### config.mk
export PLATFORM = sky130hd
export DESIGN_NAME = lc3_ir_decode
export DESIGN_NICKNAME = d
export VERILOG_FILES = /design/src/rtl/lc3_ir_decode.sv
export SDC_FILE = /design/constraint.sdc
export NUM_CORES = 1
export LEC_CHECK = 0
export ABC_CLOCK_PERIOD_IN_PS = 1550
export CELL_PAD_IN_SITES_DETAIL_PLACEMENT = 1
export CELL_PAD_IN_SITES_GLOBAL_PLACEMENT = 1
export CORE_ASPECT_RATIO = 1.75
export CORE_MARGIN = 2
export CORE_UTILIZATION = 30
export CTS_CLUSTER_DIAMETER = 30
export DETAILED_ROUTE_END_ITERATION = 10
export GPL_ROUTABILITY_DRIVEN = 0
export PLACE_DENSITY_LB_ADDON = 0.1
export SLEW_MARGIN = 30
export SYNTH_ARGS = -nofsm -noshare
export SYNTH_HDL_FRONTEND = slang
export SYNTH_SLANG_ARGS = --single-unit
### constraint.sdc
create_clock -name clk -period 1.55 [get_ports clk]
set_input_delay 0.31 -clock clk [delete_from_list [all_inputs] [get_ports clk]]
set_output_delay 0.31 -clock clk [all_outputs]
set_load 0.05 [all_outputs]
### src/rtl/lc3_ir_decode.sv
// -----------------------------------------------------------------------------
// lc3_ir_decode
// Instruction-register / decode stage for an LC-3 core. Accepts one 16-bit
// instruction per valid/ready handshake, splits it into register fields and
// condition codes, selects the opcode's immediate field, and sign- or
// zero-extends it to 16 bits. The decoded entry is held in a single registered
// pipeline slot for the execute stage.
//
// Ports
//   clk          rising-edge clock
//   rst_n        asynchronous active-low reset
//   flush        synchronous kill of the held entry; also drops this cycle's input
//   in_valid     in_instr is valid this cycle
//   in_ready     stage can accept an instruction this cycle (combinational)
//   in_instr     raw instruction word
//   out_valid    decoded entry held
//   out_ready    downstream consumes the entry this cycle
//   out_opcode   instr[15:12]
//   out_dr       instr[11:9]  (DR, or SR for stores)
//   out_sr1      instr[8:6]   (SR1 / BaseR)
//   out_sr2      instr[2:0]
//   out_nzp      instr[11:9] for BR, otherwise 0
//   out_use_imm  ADD/AND in immediate mode
//   out_offset   extended immediate for the opcode
//   out_illegal  RTI (1000) or reserved (1101) opcode
// -----------------------------------------------------------------------------
module lc3_ir_decode (
    input  logic        clk,
    input  logic        rst_n,
    input  logic        flush,
    input  logic        in_valid,
    output logic        in_ready,
    input  logic [15:0] in_instr,
    output logic        out_valid,
    input  logic        out_ready,
    output logic [3:0]  out_opcode,
    output logic [2:0]  out_dr,
    output logic [2:0]  out_sr1,
    output logic [2:0]  out_sr2,
    output logic [2:0]  out_nzp,
    output logic        out_use_imm,
    output logic [15:0] out_offset,
    output logic        out_illegal
);

    // Shared extender: keeps the low 'width' bits of raw and fills the upper
    // bits with either the field MSB (sign extend) or zero (zext=1, TRAP).
    function automatic logic [15:0] sext_field(
        input logic [15:0] raw,
        input logic [4:0]  width,
        input logic        zext
    );
        logic [15:0] res;
        logic        fill;
        fill = 1'b0;
        if (zext) begin
            fill = 1'b0;
        end else begin
            fill = raw[4'(width - 5'd1)];
        end
        for (int i = 0; i < 16; i++) begin
            if (5'(i) < width) begin
                res[i] = raw[i];
            end else begin
                res[i] = fill;
            end
        end
        return res;
    endfunction

    logic [3:0]  opcode_s;
    logic [15:0] offset_s;
    logic [2:0]  nzp_s;
    logic        use_imm_s;
    logic        illegal_s;
    logic        accept_s;

    assign opcode_s = in_instr[15:12];
    assign in_ready = !out_valid || out_ready;
    // flush wins over both accept and consume, so it gates accept directly
    assign accept_s = in_valid && in_ready && !flush;

    // Opcode-dependent immediate selection and flag decode of the incoming word
    always_comb begin
        offset_s  = 16'h0000;
        nzp_s     = 3'b000;
        use_imm_s = 1'b0;
        illegal_s = 1'b0;
        case (opcode_s)
            4'b0001, 4'b0101: begin            // ADD, AND
                use_imm_s = in_instr[5];
                if (in_instr[5]) begin
                    offset_s = sext_field(in_instr, 5'd5, 1'b0);
                end else begin
                    offset_s = 16'h0000;
                end
            end
            4'b0000: begin                     // BR
                nzp_s    = in_instr[11:9];
                offset_s = sext_field(in_instr, 5'd9, 1'b0);
            end
            4'b0010, 4'b1010, 4'b1110,
            4'b0011, 4'b1011: begin            // LD, LDI, LEA, ST, STI
                offset_s = sext_field(in_instr, 5'd9, 1'b0);
            end
            4'b0110, 4'b0111: begin            // LDR, STR
                offset_s = sext_field(in_instr, 5'd6, 1'b0);
            end
            4'b0100: begin                     // JSR / JSRR (JSRR uses sr1)
                if (in_instr[11]) begin
                    offset_s = sext_field(in_instr, 5'd11, 1'b0);
                end else begin
                    offset_s = 16'h0000;
                end
            end
            4'b1111: begin                     // TRAP vector is unsigned
                offset_s = sext_field(in_instr, 5'd8, 1'b1);
            end
            4'b1000, 4'b1101: begin            // RTI, reserved
                illegal_s = 1'b1;
            end
            default: begin                     // NOT, JMP/RET: no immediate
                offset_s = 16'h0000;
            end
        endcase
    end

    // Pipeline slot: load on accept, drop on consume or flush, otherwise hold
    always_ff @(posedge clk or negedge rst_n) begin
        if (!rst_n) begin
            out_valid   <= 1'b0;
            out_opcode  <= 4'h0;
            out_dr      <= 3'b000;
            out_sr1     <= 3'b000;
            out_sr2     <= 3'b000;
            out_nzp     <= 3'b000;
            out_use_imm <= 1'b0;
            out_offset  <= 16'h0000;
            out_illegal <= 1'b0;
        end else if (flush) begin
            out_valid <= 1'b0;
        end else if (accept_s) begin
            out_valid   <= 1'b1;
            out_opcode  <= opcode_s;
            out_dr      <= in_instr[11:9];
            out_sr1     <= in_instr[8:6];
            out_sr2     <= in_instr[2:0];
            out_nzp     <= nzp_s;
            out_use_imm <= use_imm_s;
            out_offset  <= offset_s;
            out_illegal <= illegal_s;
        end else if (out_ready) begin
            out_valid <= 1'b0;
        end else begin
            out_valid <= out_valid;
        end
    end

endmodule

==> results.yml <==
status:
  result_of_the_run: "finished, final reports clean"
logic_synthesis:
  mean_syn_cell_area_um2: 9.39
  netlist_area_um2: 1370
  synth_largest_type_area_fraction: 0.547
  yosys-top-cells-area: "sky130_fd_sc_hd__dfrtp_1, sky130_fd_sc_hd__nand2_1, sky130_fd_sc_hd__o21ai_0"
  synth_compound_gate_area_share: 0.128
  yosysUniqueCellTypes: 28
  synth-xor-area-share: 0.00639
  seq_area_frac_synth: 0.547
  yosys_reg_bits: 30
  synth_top_area_cell: "sky130_fd_sc_hd__dfrtp_1"
  yosys.area_share.adder: 0
  syn-num-nets: 167
  post_synth_and_or_nand_nor_area_fraction: 0.247
  main_combinational_cell_family_by_area_after_synthesis: "simple AND/OR/NAND/NOR gates"
  post_synth_mux_area_share: 0
  synthesis.yosys.warnings: 0
  cells_after_synthesis: 146
placed_design:
  total_half_perimeter_wirelength_after_legalization_and_detailed_placement_mm: 3.18
  numPortBuffers: 56
  preCtsSetupSlack_ps: -224
global_route:
  first_pass_grt_wire_length_mm: 6.51
  overall_global_routing_usage: 0.176
  grt_start_max_net_pins: 31
  overflow: 0
  grt_pass1_vias: 1357
  initial_antenna_violation_count: 0
final_layout:
  diodes_inserted: 0
  fin_nets: 240
  total_of_fill_cells_in_the_finished_design: 497
  layout-area-overhead-vs-synth_pct: 84.2
  final_common_cell: "sky130_fd_sc_hd__nand2_1"
  leading_cell_types_in_the_layout_fill_and_taps_excluded: "sky130_fd_sc_hd__nand2_1, sky130_fd_sc_hd__buf_12, sky130_fd_sc_hd__dfrtp_1"
  layout-drive-gt1-share: 0.327
clocking:
  clkSlewWorstSetupHoldPaths_ps: 70
  worstSkewPairLatency_ps: 280
  clkSinkCount: 30
  cts-buffers-inserted: 5
  clock_tree_from_tritoncts: "yes"
  cts.hold.buffers_added: 0
  cts-root-buf: "sky130_fd_sc_hd__clkbuf_8"
  htreeDepth: 2
  cts.path.max_buffers: 2
worst_setup_path:
  critPathCaptureType: "primary output"
  arrival_ps: 1200
  worst-setup-path-type: "in2out"
  timing.critical_path.from_type: "primary input"
  ff2ff_path_depth: 4
  path_max_fanout: 2
  crit_required_ps: 1240
timing:
  fin_worst_skew_ps: 5.06
  clock.fmax_ghz: 0.662
  report.final.slew_viol_count: 0
  final_period_minus_worst_setup_slack_ps: 1510
  count_of_endpoints_failing_hold_in_the_final_timing_report: 0
  final-setup-viol-count: 0
  hold_slack_ps: 426
  timing.max_slew.rel_slack: 0.738
  transition_time_of_the_tightest_slew_check_pin_ps: 392
  fin_tns_setup_ps: 0
  layout_setup_ws_ps: 40.1
  rsz0062_at_grt: "false"
  finalCritPeriodShare: 0.974
die:
  dieHeight_um: 93.4
  floorplan.die.width_um: 55.1
  die_area_um2: 5150
  ios: 57
  placeableCoreArea_um2: 4400
  start_util: 0.311
  num_rows: 32
job:
  cap_viol_max_count: 0
routing:
  drt-wirelength-per-cell_um: 15.2
  ant_nets: 0
  detail_route.iter0.violations: 12
  first_pass_iters: 4
  detail_route.drc_violations: 0
  dr_total_vias: 1306
  post_dr_vias_cell: 4.82
  postRouteWirelength_mm: 4.11
power:
  ir_drop_uv: 675
  design_power_total_uw: 2890
  power_per_cell_area_nw_per_um2: 1150
  power_leakage_uw: 0.00118
min_path:
  timing.hold.worst.class: "in2async"
-- cells by family after synthesis --
| logic type | count (synthesis) |
|---|---|
| compound gates | 29 |
| simple gates | 70 |
| xor+xnor | 1 |
| buf+inv | 16 |
| flops | 30 |
-- per-layer routing --
metal  share of wire  routed length, µm  vias up  GRT usage
met5               0                  0        -          0
met4           0.014                 57        0     0.0569
met3           0.049                201        9     0.0431
met2            0.56               2310       33      0.314
met1            0.37               1540      643      0.192
li1                -                  -      621          -
-- what timing repair did --
item / 4_1_cts / 5_1_grt
pin swaps: 0 / 0
resized for setup: 0 / 2
buffers inserted: 1 / 0
setup endpoints to repair: 1 / 2
-- final cells by class --
| class | count | area [µm²] | share of cell area |
|---|---|---|---|
| clock buffers | 8 | 80.1 | 0.0317 |
| inverters | 3 | 15.0 | 0.00594 |
| flip-flops and latches | 30 | 752 | 0.298 |
| well taps | 51 | 63.8 | 0.0253 |
| repair buffers | 79 | 1090 | 0.430 |
| multi-input cells | 100 | 528 | 0.209 |
-- Yosys cell counts (all sizes together) --
cell type,instances
nand2,50
dfrtp,30
buf,12
o21ai,11
a21oi,7
nor2,7
a31oi,4
a22o,3
inv,3
nor2b,3
nand2b,2
nand3b,2
nor3,2
nor3b,2
o41ai,2
clkbuf,1
nor4b,1
o21ba,1
o22ai,1
or4,1
xor2,1
-- worst max-delay path, stage by stage --
cell and delay, ps:
sky130_fd_sc_hd__clkdlybuf4s50_1 450, sky130_fd_sc_hd__nor2b_4 150, sky130_fd_sc_hd__clkinvlp_4 120, sky130_fd_sc_hd__buf_6 160
-- sequential cells by signal, summed over array words and instances, names as in the netlist --
register     count
out_dr           3
out_illegal      1
out_nzp          3
out_offset      11
out_opcode       4
out_sr1          3
out_sr2          3
out_use_imm      1
out_valid        1
-- stage by stage --
step / cells / area [µm²] / util
2_1_floorplan: 146 / 1400 / -
3_3_place_gp: 262 / 2430 / 0.552
3_5_place_dp: 262 / 2430 / 0.552
4_1_cts: 271 / 2520 / 0.572
5_1_grt: 271 / 2530 / 0.574
6_report: 271 / 2530 / 0.574
-- final timing paths --
path                                      endpoint  slack, ps             startpoint
setup reg to reg           out_illegal$_DFFE_PN0P_        160  out_valid$_DFFE_PN0P_
hold reg to reg              out_dr[1]$_DFFE_PN0P_        540  out_dr[1]$_DFFE_PN0P_
max in group asynchronous    out_valid$_DFFE_PN0P_        820                  rst_n
min in group clk           out_illegal$_DFFE_PN0P_        470           in_instr[13]
hold / removal              out_nzp[0]$_DFFE_PN0P_        430                  rst_n
setup / recovery                          in_ready         40              out_ready
-- where the power goes --
group | leakage, µW | internal [µW] | total, µW | switching (µW)
sequential | 0.000379 | 884 | 999 | 114
combinational | 0.000759 | 617 | 1290 | 673
clock | 0.0000395 | 318 | 605 | 286
total | 0.00118 | 1820 | 2890 | 1070
Power figures use the tool's default switching activity.
